<file path="src/rtl/new_task_arbiter_pkg.sv">
// rtl/new_task_arbiter_pkg.sv - shared widths, beat type and index helper for the task-stream arbiter
package new_task_arbiter_pkg;

  localparam int DATA_W = 64;
  localparam int DEST_W = 3;

  typedef struct packed {
    logic [DATA_W-1:0] tdata;
    logic              tlast;
  } beat_t;

  // Index reached by stepping 'off' places past 'base' around a ring of n sources.
  function automatic int wrap_idx(int base, int off, int n);
    return (base + off) % n;
  endfunction

endpackage

</file>
<file path="src/rtl/new_task_arbiter_if.sv">
// rtl/new_task_arbiter_if.sv - per-accelerator input streams and merged output stream
interface new_task_arbiter_if
  import new_task_arbiter_pkg::*;
#(
  parameter int NUM_ACCS = 16,
  parameter int ACC_BITS = 4
);

  logic [NUM_ACCS-1:0]        in_tvalid;
  logic [NUM_ACCS-1:0]        in_tready;
  logic [NUM_ACCS*DATA_W-1:0] in_tdata;
  logic [NUM_ACCS-1:0]        in_tlast;
  logic [NUM_ACCS*DEST_W-1:0] in_tdest;

  logic                       out_tvalid;
  logic                       out_tready;
  logic [DATA_W-1:0]          out_tdata;
  logic                       out_tlast;
  logic [ACC_BITS-1:0]        out_tid;
  logic [DEST_W-1:0]          out_tdest;

  // master: accelerators plus the cutoff manager; slave: the arbiter itself
  modport master (
    output in_tvalid, in_tdata, in_tlast, in_tdest, out_tready,
    input  in_tready, out_tvalid, out_tdata, out_tlast, out_tid, out_tdest
  );

  modport slave (
    input  in_tvalid, in_tdata, in_tlast, in_tdest, out_tready,
    output in_tready, out_tvalid, out_tdata, out_tlast, out_tid, out_tdest
  );

endinterface

</file>
<file path="src/rtl/new_task_arbiter_rr_select.sv">
// rtl/new_task_arbiter_rr_select.sv - combinational round-robin pick starting after the last winner
module new_task_arbiter_rr_select
  import new_task_arbiter_pkg::*;
#(
  parameter int NUM_ACCS = 16,
  parameter int ACC_BITS = 4
) (
  input  logic [NUM_ACCS-1:0] i_valid,
  input  logic [ACC_BITS-1:0] i_last_grant,
  output logic [ACC_BITS-1:0] o_grant_idx,
  output logic                o_any_valid
);

  logic [ACC_BITS-1:0] w_idx;

  // Walk from farthest to nearest so the nearest requester is written last and wins.
  always_comb begin
    o_grant_idx = '0;
    o_any_valid = 1'b0;
    w_idx       = '0;
    for (int k = NUM_ACCS; k >= 1; k--) begin
      w_idx = ACC_BITS'(wrap_idx(int'(i_last_grant), k, NUM_ACCS));
      if (i_valid[w_idx]) begin
        o_any_valid = 1'b1;
        o_grant_idx = w_idx;
      end
    end
  end

endmodule

</file>
<file path="src/rtl/new_task_arbiter.sv">
// rtl/new_task_arbiter.sv - packet-level round-robin merge of accelerator new-task streams
module new_task_arbiter
  import new_task_arbiter_pkg::*;
#(
  parameter int NUM_ACCS = 16,
  parameter int ACC_BITS = 4
) (
  input logic               clk,
  input logic               rst,
  new_task_arbiter_if.slave bus
);

  localparam logic [0:0] ARB  = 1'b0;
  localparam logic [0:0] XFER = 1'b1;

  logic [0:0]          r_state;
  logic [ACC_BITS-1:0] r_grant;
  logic [ACC_BITS-1:0] r_last_grant;
  logic [DEST_W-1:0]   r_pkt_tdest;
  logic                r_first_beat;

  logic                r_out_tvalid;
  beat_t               r_out_beat;
  logic [ACC_BITS-1:0] r_out_tid;
  logic [DEST_W-1:0]   r_out_tdest;

  logic [ACC_BITS-1:0] w_sel_idx;
  logic                w_any_valid;
  logic                w_in_ready;
  logic                w_accept;
  beat_t               w_in_beat;
  logic [DEST_W-1:0]   w_sel_tdest;

  new_task_arbiter_rr_select #(
    .NUM_ACCS (NUM_ACCS),
    .ACC_BITS (ACC_BITS)
  ) u_rr_select (
    .i_valid      (bus.in_tvalid),
    .i_last_grant (r_last_grant),
    .o_grant_idx  (w_sel_idx),
    .o_any_valid  (w_any_valid)
  );

  // Ready is combinational on out_tready so a packet streams at one beat per cycle.
  always_comb begin
    w_in_ready      = (r_state == XFER) && (!r_out_tvalid || bus.out_tready);
    w_accept        = w_in_ready && bus.in_tvalid[r_grant];
    w_in_beat.tdata = bus.in_tdata[DATA_W*int'(r_grant) +: DATA_W];
    w_in_beat.tlast = bus.in_tlast[r_grant];
    w_sel_tdest     = bus.in_tdest[DEST_W*int'(w_sel_idx) +: DEST_W];
  end

  always_comb begin
    bus.in_tready = '0;
    if (w_in_ready) begin
      bus.in_tready[r_grant] = 1'b1;
    end
  end

  always_ff @(posedge clk) begin
    if (rst) begin
      r_state      <= ARB;
      r_grant      <= '0;
      r_last_grant <= ACC_BITS'(NUM_ACCS - 1);
      r_pkt_tdest  <= '0;
      r_first_beat <= 1'b0;
    end else begin
      case (r_state)
        ARB: begin
          if (w_any_valid) begin
            r_grant      <= w_sel_idx;
            r_pkt_tdest  <= w_sel_tdest;
            r_first_beat <= 1'b1;
            r_state      <= XFER;
          end
        end
        default: begin
          if (w_accept) begin
            r_first_beat <= 1'b0;
            if (w_in_beat.tlast) begin
              r_last_grant <= r_grant;
              r_state      <= ARB;
            end
          end
        end
      endcase
    end
  end

  // A beat still waiting in the output register survives the ARB cycle untouched.
  always_ff @(posedge clk) begin
    if (rst) begin
      r_out_tvalid <= 1'b0;
      r_out_beat   <= '0;
      r_out_tid    <= '0;
      r_out_tdest  <= '0;
    end else if (w_accept) begin
      r_out_tvalid <= 1'b1;
      r_out_beat   <= w_in_beat;
      r_out_tid    <= r_grant;
      if (r_first_beat) begin
        r_out_tdest <= r_pkt_tdest;
      end
    end else if (bus.out_tready) begin
      r_out_tvalid <= 1'b0;
    end
  end

  assign bus.out_tvalid = r_out_tvalid;
  assign bus.out_tdata  = r_out_beat.tdata;
  assign bus.out_tlast  = r_out_beat.tlast;
  assign bus.out_tid    = r_out_tid;
  assign bus.out_tdest  = r_out_tdest;

endmodule

</file>
<file path="src/flat_wrapper.sv">
// flat-port wrapper written by rule: the top's interface ports become plain ports
module new_task_arbiter_flat import new_task_arbiter_pkg::*;
#(
  parameter int NUM_ACCS = 16,
  parameter int ACC_BITS = 4
)
  (clk, rst, bus_in_tvalid, bus_in_tdata, bus_in_tlast, bus_in_tdest, bus_out_tready, bus_in_tready, bus_out_tvalid, bus_out_tdata, bus_out_tlast, bus_out_tid, bus_out_tdest);
  new_task_arbiter_if #(.NUM_ACCS(NUM_ACCS), .ACC_BITS(ACC_BITS)) bus_i ();
  input logic clk;
  input logic rst;
  input wire logic [$bits(bus_i.in_tvalid)-1:0] bus_in_tvalid;
  input wire logic [$bits(bus_i.in_tdata)-1:0] bus_in_tdata;
  input wire logic [$bits(bus_i.in_tlast)-1:0] bus_in_tlast;
  input wire logic [$bits(bus_i.in_tdest)-1:0] bus_in_tdest;
  input wire logic [$bits(bus_i.out_tready)-1:0] bus_out_tready;
  output wire logic [$bits(bus_i.in_tready)-1:0] bus_in_tready;
  output wire logic [$bits(bus_i.out_tvalid)-1:0] bus_out_tvalid;
  output wire logic [$bits(bus_i.out_tdata)-1:0] bus_out_tdata;
  output wire logic [$bits(bus_i.out_tlast)-1:0] bus_out_tlast;
  output wire logic [$bits(bus_i.out_tid)-1:0] bus_out_tid;
  output wire logic [$bits(bus_i.out_tdest)-1:0] bus_out_tdest;
  assign bus_i.in_tvalid = bus_in_tvalid;
  assign bus_i.in_tdata = bus_in_tdata;
  assign bus_i.in_tlast = bus_in_tlast;
  assign bus_i.in_tdest = bus_in_tdest;
  assign bus_i.out_tready = bus_out_tready;
  assign bus_in_tready = bus_i.in_tready;
  assign bus_out_tvalid = bus_i.out_tvalid;
  assign bus_out_tdata = bus_i.out_tdata;
  assign bus_out_tlast = bus_i.out_tlast;
  assign bus_out_tid = bus_i.out_tid;
  assign bus_out_tdest = bus_i.out_tdest;
  new_task_arbiter #(.NUM_ACCS(NUM_ACCS), .ACC_BITS(ACC_BITS)) u_core (.clk(clk), .rst(rst), .bus(bus_i));
endmodule
</file>
<file path="config.mk">
export PLATFORM = sky130hd
export DESIGN_NAME = new_task_arbiter_flat
export DESIGN_NICKNAME = d
export VERILOG_FILES = /design/src/rtl/new_task_arbiter_pkg.sv /design/src/rtl/new_task_arbiter_if.sv /design/src/rtl/new_task_arbiter_rr_select.sv /design/src/rtl/new_task_arbiter.sv /design/src/flat_wrapper.sv
export SDC_FILE = /design/constraint.sdc
export NUM_CORES = 1
export LEC_CHECK = 0
export ABC_AREA = 1
export BUFFER_PORTS_ARGS = -buffer_cell sky130_fd_sc_hd__buf_4
export CORE_AREA = 2 2 460 462
export DETAILED_ROUTE_END_ITERATION = 16
export DIE_AREA = 0 0 462 464
export PLACE_DENSITY = 0.3
export SLEW_MARGIN = 5
export SYNTH_ARGS = -nofsm -noshare
export SYNTH_HDL_FRONTEND = slang
export SYNTH_HIERARCHICAL = 1
export SYNTH_SLANG_ARGS = --single-unit
</file>
<file path="constraint.sdc">
create_clock -name clk -period 3.73 [get_ports clk]
set_input_delay 0.373 -clock clk [delete_from_list [all_inputs] [get_ports clk]]
set_output_delay 0.373 -clock clk [all_outputs]
set_load 0.01 [all_outputs]
</file>
Word level (Yosys, flattened, before mapping). Cells that the tools add are included.

$add $sub $neg: 16. Order comparisons: 18. $mul: 1. Muxes and demuxes: 80. Shift operators: 2. Reductions and logical operators: 11. Bitwise gates (word level): 1. Equality and inequality tests: 1.

Operator list (count): $shiftx 1024x11->64 (1); $lt 4x5->1 const B (17); $bmux 1 s4 (18); $mux 4 (16); $shiftx 48x32->3 (1); $mux 1 (44); $add 4x4->4 const B (8); $add 4x3->4 const B (4); $mux 16 (1); $add 4x1->4 const B (2); $add 4x2->4 const B (2); $mul 2x4->6 const A (1); $reduce_and 2->1 (3); $demux 1 s4 (1); $ge 4x1->1 const B (1); $reduce_bool 2->1 (2); $logic_and 1x1->1 (3); $reduce_and 3->1 (1); $ne 2x2->1 const B (1); $logic_not 1->1 (1); $logic_or 1x1->1 (1); $not 1->1 (1).

Input port bits: 1107. Output and inout port bits: 89. Logic and storage cells: 140. Flip-flop bits (word level): 86.

Logic depth before layout (Yosys ltp). Gate-level depths: netlist (run 1).

Depth in word-level cells: 21. Gate-level depth with buffers: 36. Mapped depth without buffers: 34.

Modules after synthesis. The synthesis (run 1) kept the hierarchy.

By module, submodules not included: new_task_arbiter (instances 1, cells each 2229, area each 11808.8 um2, seq. area each 1721.7 um2); new_task_arbiter_rr_select (instances 1, cells each 359, area each 1675.4 um2, seq. area each 0.0 um2).

Worst setup path before layout (run 1). Ideal clock, no wire load.

Path kind: register to register. Start: reg u_core.r_last_grant[1]. End: reg u_core.r_pkt_tdest[0]. Data required time: 3.621 ns. Clock period less this slack: 3.530 ns. Setup slack: 0.200 ns. Setup time: 0.109 ns. Arrival: 3.421 ns. Path buffers: 3. Cell stages (with the launch flop): 36. Cell sequence: dfxtp_1 -> inv_1 -> buf_2 -> ha_1 -> inv_1 -> buf_2 -> nand3_1 -> nand3_1 -> nand2_1 -> nand2_1 -> nand2_2 -> inv_1 -> nand2_1 -> nand2_1 -> nand2_1 -> nand2_1 -> nand2_1 -> nand2_1 -> nand2_1 -> nand2_1 -> nand2_1 -> nand2_1 -> nand2_1 -> nand2_1 -> nand2_1 -> nand2_1 -> nand2_1 -> a21oi_2 -> inv_1 -> clkbuf_1 -> o21bai_1 -> o221ai_1 -> nand3_1 -> nand3_1 -> nand2_1 -> inv_1.

Longest elaborated chain between the ends: 21. Elaborated cells on any way between the ends: 83. Those cells by class: add/sub: 16; mul: 1; shift: 1; mux: 64; reduce/logical: 1.

Ends and longest elaborated chain: start, declared (RTL line new_task_arbiter.sv:18) `logic [ACC_BITS-1:0] r_last_grant;`; start signal, assigned (RTL line new_task_arbiter.sv:64) `r_last_grant <= ACC_BITS'(NUM_ACCS - 1);`; start signal, assigned (RTL line new_task_arbiter.sv:81) `r_last_grant <= r_grant;`; $add 4x1->4 (RTL line new_task_arbiter_pkg.sv:14) `return (base + off) % n;`; $bmux 1 s4 (RTL line new_task_arbiter_rr_select.sv:23) `if (i_valid[w_idx]) begin`; $mux 1 (implied by the code) (RTL line new_task_arbiter_rr_select.sv:23); $mux 4 (15 in a row) (RTL line new_task_arbiter_rr_select.sv:23); $mux 4 (*) (RTL line new_task_arbiter_rr_select.sv:23); net u_core.w_sel_idx[0] (RTL line new_task_arbiter.sv:27) `logic [ACC_BITS-1:0] w_sel_idx;`; $mul 2x4->6 (*) (RTL line new_task_arbiter.sv:50) `w_sel_tdest = bus.in_tdest[DEST_W*int'(w_sel_idx) +: DEST_W];`; $shiftx 48x32->3 (*) (RTL line new_task_arbiter.sv:50); end signal, assigned (RTL line new_task_arbiter.sv:72) `r_pkt_tdest <= w_sel_tdest;`; end, declared (RTL line new_task_arbiter.sv:19) `logic [DEST_W-1:0] r_pkt_tdest;`.

Mark *: on every way through the listed nets, which the timed path passes. The rest lies on a longest branch. The select of a mux whose other input is x is not followed. A chain may end at the register's enable or synchronous reset.

Worst setup path in the final report (run 1).
Start: reg u_core.r_last_grant[1]. End: reg u_core.r_pkt_tdest[2].

Same word-level chain as after synthesis.

==> flow_summary_export.csv, run 1 <==
group,metric,value,unit
place,dp_cells,6480,
setup_path,cp-startpoint,"u_core/r_last_grant[1]$_SDFFE_PP1P_",
routing,wl_per_cell,27.5,um
cells_and_area,postLayoutCoreUtil,0.128,
power_and_ir_drop,sw_frac_of_total,0.615,
sta,worstMarginPinSlew,930,ps
global_routing,grt_pass1_vias,24007,
floorplan,io-pin-count,1196,
logic_synthesis,synth.distinct_cells,35,
setup_path,endpoint,"u_core/r_pkt_tdest[2]$_SDFFE_PP0P_",
global_routing,grtUsageTotal,0.160,
place,port-buffer-count,1195,
routing,vias,23701,
power_and_ir_drop,p_leak,12.4,nW
power_and_ir_drop,power-per-cell-area,718,nW/um^2
clocking,clk_latency,470,ps
clocking,clockBufferDepth,2,
global_routing,grt_pass1_wl,230000,um
logic_synthesis,netlist_instances,2588,
logic_synthesis,ys_warn_count,6,
sta,drv_slew,0,
clocking,clk_pin_slew,90,ps
floorplan,start_util,0.0645,
place,gp_congestion,0.878,
cells_and_area,final_common_cell,"buf_4",
routing,drt_wl_total,179000,um
hold_path,hold_path.class,"in2reg",
logic_synthesis,syn_avg_cell_area,5.21,um^2
power_and_ir_drop,netSwitchingPower,11.8,mW
cells_and_area,fin_nets,4813,
clocking,htreeDepth,3,
power_and_ir_drop,pwr-share-comb,0.860,
sta,slew_headroom,0.380,
setup_path,cpMaxStageDelayCell,"dfxtp_4",
cells_and_area,drive_above_1_share,0.381,
global_routing,grt_max_degree,89,
status,status,"completed",
clocking,cts_num_sinks,86,
clocking,clockRootBuffer,"clkbuf_16",
routing,firstDrtPassIters,5,
floorplan,core_area,209000,um^2
setup_path,endpoint_kind,"flop",
setup_path,slowest_delay,380,ps
sta,clock_skew,19.2,ps
sta,min_period,3490,ps
sta,tns,0,ps
logic_synthesis,syn-num-nets,3702,
power_and_ir_drop,clockPowerShare,0.060,
logic_synthesis,netlist_area,13500,um^2
setup_path,r2r-start,"u_core/r_last_grant[1]$_SDFFE_PP1P_",
cells_and_area,final_cell_count_no_fill,6528,
setup_path,crit_cells,31,
power_and_ir_drop,internal_power,7.41,mW
power_and_ir_drop,p_seq_frac,0.081,
routing,drc,0,
setup_path,start_kind,"flop",
floorplan,placementRows,168,
setup_path,r2r_slack,240,ps
sta,min_period_over_period,0.936,
logic_synthesis,ys_ff_latch,86,
routing,final_antenna_net_count,0,
run,max-cap-violations,0,
setup_path,required,4130,ps
logic_synthesis,seq_area_frac_synth,0.128,
clocking,cts-buffers-inserted,9,
setup_path,crit_buf_inv,7,
setup_path,crit_family,"simple AND/OR/NAND/NOR gates",
routing,initialDrtViolationCount,1608,
power_and_ir_drop,ir_drop,0.455,mV
cells_and_area,syn_to_final_growth,98.6,%
sta,hold_viol_final,0,
setup_path,crit_type,"reg2reg",
cells_and_area,final_cell_mix,"buf_4 (1,280), nand2_1 (1,035), nand3_1 (521)",
setup_path,worstPathArrival,3890,ps
place,dp_hpwl,152000,um
routing,via_per_inst,3.63,
global_routing,grt_overflow,0,
floorplan,die_h,464,um
clocking,cts_tree,"built",
global_routing,grt_antenna_before_repair,99,
setup_path,r2r_end,"u_core/r_pkt_tdest[2]$_SDFFE_PP0P_",
cells_and_area,fillers,24995,
floorplan,die-area,214000,um^2
sta,setup_viol,0,
setup_path,critical_path.most_common_cell,"nand2_1",
setup_path,crit_fanout,8,
floorplan,die_x,462,um
sta,fmax,286,MHz
setup_path,reg2reg_depth,31,
## worst reg2reg max path: cells and delay by family, from the launching register on
family	cells	cell delay, ps
simple gates	18	1330
buf+inv	7	730
compound gates	5	740
fa+ha+maj	1	290
flops	1	380
## Yosys cell counts (all sizes together)
master / count / area share
nand2: 1054 / 0.30
xor2: 5 / 0.0032
clkinv: 1 / 0.00028
xnor2: 2 / 0.0027
nand4: 65 / 0.030
o21ai: 89 / 0.033
a31oi: 1 / 0.00046
o21bai: 12 / 0.0067
o21a: 1 / 0.00056
a21boi: 1 / 0.00056
inv: 63 / 0.018
ha: 7 / 0.0065
nand3: 526 / 0.20
or2: 2 / 0.00093
a22oi: 192 / 0.11
clkbuf: 49 / 0.014
nor3: 64 / 0.024
dfxtp: 86 / 0.13
a21oi: 49 / 0.019
nor2: 137 / 0.039
buf: 166 / 0.066
nor4: 4 / 0.0019
o221ai: 12 / 0.0078
## repair_timing
action | 4_1_cts | 5_1_grt
hold buffers | 0 | 0
resized for setup | 3 | 74
setup buffers | 0 | 9
pin swaps | 0 | 23
endpoints found under the setup margin | 3 | 3
cloned | 0 | 4
## metrics by stage
| step | area (um^2) | setup slack, ps | total power [mW] | hold WS [ps] |
|---|---|---|---|---|
| global route | 26700 | -23.5 | 20.8 | 198 |
| detailed placement | 26000 | -71.8 | 17.4 | 454 |
| finish | 26800 | 237 | 19.2 | 216 |
| CTS | 26300 | 9.14 | 18.7 | 159 |
| floorplan | 13500 | 200 | 9.53 | 441 |
| global placement | 26000 | -32.0 | 17.4 | 455 |
## layer usage
metal	global-route usage	vias up	part of all wire
met5	0	-	0.0015
met4	0.0246	44	0.012
met3	0.0477	161	0.084
met2	0.274	1060	0.48
met1	0.198	11361	0.42
li1	-	11075	-
## cell families (layout without fill, tap and decap cells)
family          count (synthesis)  after routing  synth area share
compound gates                357            357             0.175
xor+xnor                        7              7           0.00594
fa+ha+maj                       7              7           0.00650
buf+inv                       279           1395            0.0982
flops                          86             86             0.128
other cells                     0             19                 0
simple gates                 1852           1852             0.587
## layout make-up
type	count	area (um^2)	area share
multi-input cells	2223	10700	0.399
repair buffers	1315	10200	0.382
well taps	2805	3510	0.131
flip-flops and latches	86	1740	0.0648
inverters	64	268	0.0100
clock buffers	9	225	0.00841
clock inverters	7	77.6	0.00290
diodes	19	47.5	0.00178
## worst min-delay path by stage
| stage | slack (ps) | end | cells after the start | start |
|---|---|---|---|---|
| after detailed placement | 450 | u_core/r_state$_SDFF_PP0_ | 2 | u_core/r_state$_SDFF_PP0_ |
| after floorplan | 440 | u_core/r_first_beat$_SDFFE_PP0P_ | 2 | u_core/r_first_beat$_SDFFE_PP0P_ |
| after CTS | 160 | u_core/bus.out_tlast$_SDFFE_PP0P_ | 2 | rst |
| after global placement | 450 | u_core/bus.out_tlast$_SDFFE_PP0P_ | 2 | u_core/bus.out_tlast$_SDFFE_PP0P_ |
| final | 220 | u_core/bus.out_tlast$_SDFFE_PP0P_ | 2 | rst |
| after global routing | 200 | u_core/bus.out_tid[3]$_SDFFE_PP0P_ | 2 | rst |
## power groups by stage
stage | Combinational [mW] | Clock [mW] | Sequential (mW)
after floorplan | 7.99 | 0 | 1.54
after global placement | 15.8 | 0 | 1.56
after detailed placement | 15.8 | 0 | 1.57
after CTS | 15.9 | 1.27 | 1.55
after global routing | 18.0 | 1.25 | 1.60
final | 16.5 | 1.15 | 1.55
## flip-flops by register name, indices dropped and copies added, names as in the netlist
| name | count |
|---|---|
| u_core/bus.out_tvalid | 1 |
| u_core/r_state | 1 |
| u_core/bus.out_tlast | 1 |
| u_core/bus.out_tid | 4 |
| u_core/r_grant | 4 |
| u_core/r_first_beat | 1 |
| u_core/r_last_grant | 4 |
| u_core/bus.out_tdest | 3 |
| u_core/bus.out_tdata | 64 |
| u_core/r_pkt_tdest | 3 |
Power figures use the tool's default switching activity.
==> run 2: changes to the inputs <==
--- a/config.mk
+++ b/config.mk
@@ -7,12 +7,11 @@
 export LEC_CHECK = 0
 export ABC_AREA = 1
 export BUFFER_PORTS_ARGS = -buffer_cell sky130_fd_sc_hd__buf_4
-export CORE_AREA = 2 2 460 462
+export CORE_AREA = 2 2 470 472
 export DETAILED_ROUTE_END_ITERATION = 16
-export DIE_AREA = 0 0 462 464
+export DIE_AREA = 0 0 472 474
 export PLACE_DENSITY = 0.3
 export SLEW_MARGIN = 5
 export SYNTH_ARGS = -nofsm -noshare
 export SYNTH_HDL_FRONTEND = slang
-export SYNTH_HIERARCHICAL = 1
 export SYNTH_SLANG_ARGS = --single-unit
==> flow_summary_export.csv, run 2 <==
group,metric,value,unit
sta,min_period,3340,ps
floorplan,start_util,0.0592,
logic_synthesis,ys_warn_count,0,
cells_and_area,fillers,25736,
power_and_ir_drop,power-per-cell-area,756,nW/um^2
routing,initialDrtViolationCount,1625,
logic_synthesis,synth_area_leaders,"nand3_1 (35%), a22oi_1 (15%), dfxtp_1 (13%)",
power_and_ir_drop,ir_drop,0.627,mV
power_and_ir_drop,p_leak,10.9,nW
setup_path,required,4110,ps
global_routing,grtUsageTotal,0.147,
cells_and_area,syn_to_final_growth,99.8,%
routing,vias,22582,
setup_path,endpoint_kind,"flop",
logic_synthesis,synth_edf_count,0,
place,dp_hpwl,147000,um
logic_synthesis,yosysMostFrequentCell,"nand3_1",
global_routing,grt_antenna_before_repair,70,
logic_synthesis,netlist.area_leader.share,0.354,
sta,clock_skew,26.3,ps
logic_synthesis,netlist_area,12900,um^2
cells_and_area,final_common_cell,"buf_4",
place,gp_congestion,0.879,
logic_synthesis,synth_ff_type,"dfxtp_1",
sta,drv_slew,0,
routing,drc,0,
routing,wl_per_cell,28.2,um
clocking,clk_pin_slew,100,ps
setup_path,critical_path.most_common_cell,"nand2_1",
sta,tns,0,ps
sta,setup_viol,0,
logic_synthesis,synth_common_cells,"nand3_1 (916), a22oi_1 (260), nand2_1 (209), clkbuf_1 (208), a21oi_1 (127)",
logic_synthesis,syn-num-nets,3301,
sta,rsz0062_at_grt,"no",
clocking,clockRootBuffer,"clkbuf_16",
place,port-buffer-count,1195,
floorplan,placementRows,172,
status,status,"completed",
cells_and_area,drive_above_1_share,0.414,
cells_and_area,regArea,1730,um^2
clocking,cts_num_sinks,86,
global_routing,grt_overflow,0,
clocking,cts_tree,"built",
sta,slew_headroom,0.220,
clocking,clk_latency,460,ps
global_routing,grt_pass1_vias,22836,
setup_path,crit_family,"simple AND/OR/NAND/NOR gates",
cells_and_area,fin_nets,4340,
logic_synthesis,netlist_instances,2187,
routing,firstDrtPassIters,5,
floorplan,die_x,472,um
setup_path,worstPathArrival,3720,ps
floorplan,io-pin-count,1196,
global_routing,grt_pass1_wl,221000,um
logic_synthesis,syn_avg_cell_area,5.92,um^2
sta,min_period_over_period,0.896,
sta,hold_viol_final,0,
floorplan,die-area,224000,um^2
sta,whs,235,ps
logic_synthesis,ys_ff_latch,86,
cells_and_area,fin_area,25900,um^2
setup_path,start_kind,"flop",
hold_path,hold_path.class,"in2reg",
setup_path,crit_buf_inv,4,
clocking,clockBufferDepth,2,
logic_synthesis,synth.distinct_cells,34,
routing,via_per_inst,3.69,
setup_path,slowest_delay,350,ps
cells_and_area,largest_reg_flops,64,
sta,fmax,299,MHz
logic_synthesis,yosys.area.top_type,"nand3_1",
sta,worstMarginPinSlew,1170,ps
clocking,postCtsHoldBufs,0,
cells_and_area,postLayoutCoreUtil,0.118,
clocking,cts-buffers-inserted,9,
routing,drt_wl_total,173000,um
floorplan,die_h,474,um
global_routing,grt_max_degree,121,
logic_synthesis,async_flop_share,0,
setup_path,crit_fanout,21,
place,post_dp_cell_area,25400,um^2
routing,final_antenna_net_count,0,
clocking,htreeDepth,3,
setup_path,crit_type,"reg2reg",
logic_synthesis,seq_area_frac_synth,0.133,
setup_path,cpMaxStageDelayCell,"dfxtp_1",
run,max-cap-violations,0,
cells_and_area,final_cell_mix,"buf_4 (1,253), nand3_1 (916), a22oi_1 (260)",
floorplan,core_area,219000,um^2
cells_and_area,multi_input_area,10100,um^2
## run 2: cell types whose count changed after synthesis, sizes merged, moves of 10 or more
cell / change
a221oi: +64
nand4: -61
inv: -10
o21bai: -12
nand3: +390
o221ai: -12
nand2: -836
a22oi: +68
a22o: +68
buf: -128
clkbuf: +159
nor3: -64
a21oi: +79
nor2: -107
## run 2: per-stage QoR
step / setup WS [ps] / total power [mW] / instances
2_1_floorplan: 439 / 10.5 / 2187
4_1_cts: 150 / 19.9 / 6100
3_5_place_dp: 226 / 18.5 / 6084
6_report: 387 / 19.5 / 6120
3_3_place_gp: 231 / 18.6 / 6084
5_1_grt: 10.4 / 21.3 / 6106
## run 2: where the power goes
group,leakage [nW],switching (mW),internal [mW]
logic,10.1,11.3,5.40
registers,0.708,0.307,1.31
clock network,0.160,0.636,0.599
## run 2: what timing repair did
| item | CTS | global route |
|---|---|---|
| setup buffers | 0 | 2 |
| hold endpoints to repair | 0 | 0 |
| gates resized for setup | 0 | 17 |
| endpoints found under the setup margin | 0 | 6 |
## run 2: layout make-up
type	count	share of cell area
antenna	18	0.00174
tap	2871	0.139
inverter	54	0.00881
timing repair buffer	1274	0.380
clock inverter	7	0.00392
sequential	86	0.0669
multi-input combinational	1801	0.391
clock buffer	9	0.00871
## run 2: path summary, 6_finish.rpt
kind | start | to | slack (ps) | cells past startpoint
worst min register to register | u_core.bus.out_tdest[1]$_SDFFE_PP0P_ | u_core.bus.out_tdest[1]$_SDFFE_PP0P_ | 480 | 2
worst min-delay path | bus_out_tready | u_core.bus.out_tvalid$_SDFFE_PP0P_ | 240 | 4
worst max register to register | u_core.r_last_grant[0]$_SDFFE_PP1P_ | u_core.r_pkt_tdest[0]$_SDFFE_PP0P_ | 390 | 30
worst max-delay path | u_core.r_last_grant[0]$_SDFFE_PP1P_ | u_core.r_pkt_tdest[0]$_SDFFE_PP0P_ | 390 | 30
## run 2: cell families (layout without fill, tap and decap cells)
group,count (synthesis),after routing,synth area share
other,0,18,0
DFF,86,86,0.133
xor gates and xnor gates,4,4,0.00474
buffers and inverters,300,1344,0.0926
and+or+nand+nor,1171,1171,0.432
adders and majority gates,7,7,0.00677
AOI/OAI and AO/OA,619,619,0.331
## run 2: worst register-to-register path, delay by kind of cell (launching register included)
kind / cells / cell delay, ps
xor+xnor: 1 / 250
compound gates: 1 / 120
buf+inv: 4 / 570
fa+ha+maj: 1 / 260
flops: 1 / 350
simple gates: 23 / 1700
## run 2: metal layers
layer  routed length [um]  global-route usage  up-vias  share of wire
li1                     -                   -    10417              -
met1                71600               0.177    11002           0.41
met2                86900               0.263      998           0.50
met3                12500              0.0408      123          0.072
met4                 1530              0.0186       42         0.0089
met5                  285                   0        -         0.0016
==> run 3: changes to the inputs <==
--- a/config.mk
+++ b/config.mk
@@ -7,9 +7,9 @@
 export LEC_CHECK = 0
 export ABC_AREA = 1
 export BUFFER_PORTS_ARGS = -buffer_cell sky130_fd_sc_hd__buf_4
-export CORE_AREA = 2 2 470 472
+export CORE_AREA = 2 2 469 471
 export DETAILED_ROUTE_END_ITERATION = 16
-export DIE_AREA = 0 0 472 474
+export DIE_AREA = 0 0 471 473
 export PLACE_DENSITY = 0.3
 export SLEW_MARGIN = 5
 export SYNTH_ARGS = -nofsm -noshare
==> constraint.sdc (replaced) <==
create_clock -name clk -period 4.1 [get_ports clk]
set_input_delay 0.41 -clock clk [delete_from_list [all_inputs] [get_ports clk]]
set_output_delay 0.41 -clock clk [all_outputs]
set_load 0.01 [all_outputs]
==> flow_summary_export.csv, run 3 (synthesis results as in run 2) <==
group,metric,value,unit
cells_and_area,syn_to_final_growth,97.4,%
place,dp_cells,6065,
sta,min_period_over_period,0.885,
cells_and_area,postLayoutCoreUtil,0.117,
power_and_ir_drop,finalPower,17.3,mW
sta,min_period,3630,ps
cells_and_area,final_cell_mix,"buf_4 (1,239), nand3_1 (916), a22oi_1 (260)",
floorplan,die_x,471,um
floorplan,core_area,218000,um^2
sta,fmax,276,MHz
power_and_ir_drop,power-per-cell-area,679,nW/um^2
setup_path,required,4430,ps
global_routing,grtUsageTotal,0.148,
clocking,cts_tree,"built",
floorplan,io-pin-count,1196,
clocking,cts.repair.resized,0,
clocking,postCtsHoldBufs,0,
cells_and_area,fin_area,25500,um^2
clocking,clk_pin_slew,100,ps
global_routing,grt_overflow,0,
sta,setup_slack,472,ps
cells_and_area,largest_reg_flops,64,
floorplan,die-area,223000,um^2
sta,slew_headroom,0.187,
power_and_ir_drop,p_leak,10.8,nW
sta,drv_slew,0,
clocking,cts_num_sinks,86,
routing,drc,0,
global_routing,grt_pass1_vias,22460,
place,dp_hpwl,146000,um
clocking,clockBufferDepth,2,
sta,hold_viol_final,0,
place,port-buffer-count,1195,
floorplan,die_h,473,um
setup_path,endpoint_kind,"flop",
floorplan,placementRows,172,
setup_path,slowest_delay,410,ps
clocking,cts_setup_buffers,0,
status,status,"completed",
place,post_dp_cell_area,25200,um^2
global_routing,grt_max_degree,169,
cells_and_area,drive_above_1_share,0.408,
sta,tns,0,ps
routing,via_per_inst,3.70,
setup_path,start_kind,"flop",
clocking,cts-buffers-inserted,9,
hold_path,hold_path.class,"in2reg",
routing,vias,22559,
routing,initialDrtViolationCount,1497,
setup_path,cpMaxStageDelayCell,"ha_1",
clocking,clk_latency,460,ps
run,max-cap-violations,0,
sta,clock_skew,23.6,ps
setup_path,crit_type,"reg2reg",
clocking,htreeDepth,3,
place,place_ws,554,ps
sta,setup_viol,0,
global_routing,grt_antenna_before_repair,80,
setup_path,worstPathArrival,3960,ps
global_routing,grt_pass1_wl,221000,um
routing,drt_wl_total,173000,um
clocking,clockRootBuffer,"clkbuf_16",
setup_path,critical_path.most_common_cell,"nand2_1",
floorplan,start_util,0.0593,
place,gp_congestion,0.860,
sta,rsz0062_at_grt,"no",
routing,wl_per_cell,28.4,um
cells_and_area,final_cell_count_no_fill,6098,
routing,firstDrtPassIters,6,
sta,whs,273,ps
cells_and_area,fin_nets,4319,
setup_path,crit_fanout,14,
cells_and_area,final_common_cell,"buf_4",
power_and_ir_drop,ir_drop,0.462,mV
sta,worstMarginPinSlew,1220,ps
routing,final_antenna_net_count,0,
-- run 3: area by class of cell --
cell class	count	area (um^2)
diodes	17	42.5
clock buffers	9	225
clock inverters	7	95.1
fillers	25743	193000
inverters	54	220
multi-input cells	1801	10100
flip-flops and latches	86	1730
well taps	2871	3590
repair buffers	1253	9580
-- run 3: worst paths after layout --
kind                                     endpoint                            startpoint  cells after the start  slack, ps
max            u_core.r_pkt_tdest[2]$_SDFFE_PP0P_   u_core.r_last_grant[0]$_SDFFE_PP1P_                     30        470
min            u_core.bus.out_tvalid$_SDFFE_PP0P_                        bus_out_tready                      4        270
max reg2reg    u_core.r_pkt_tdest[2]$_SDFFE_PP0P_   u_core.r_last_grant[0]$_SDFFE_PP1P_                     30        470
min reg2reg  u_core.bus.out_tdest[2]$_SDFFE_PP0P_  u_core.bus.out_tdest[2]$_SDFFE_PP0P_                      2        490
-- run 3: routing by layer --
metal  up-vias  GRT usage  wire length, um
met2      1123      0.258            84800
met1     10867      0.175            70000
met3       163     0.0515            15100
li1      10348          -                -
met4        58     0.0289             3100
met5         -          0              379
-- run 3: power by group --
| group | internal, mW | switching, mW |
|---|---|---|
| Sequential | 1.20 | 0.281 |
| Combinational | 4.65 | 10.1 |
| Clock | 0.539 | 0.577 |
| Total | 6.39 | 10.9 |
-- run 3: worst max-delay path: cells and delay by family, from the launching register on --
kind,cells,cell delay [ps]
adder cells (fa/ha/maj),1,410
AO/OA/AOI/OAI,2,330
flip-flops,1,350
AND/OR/NAND/NOR,24,1980
buffers and inverters,3,420
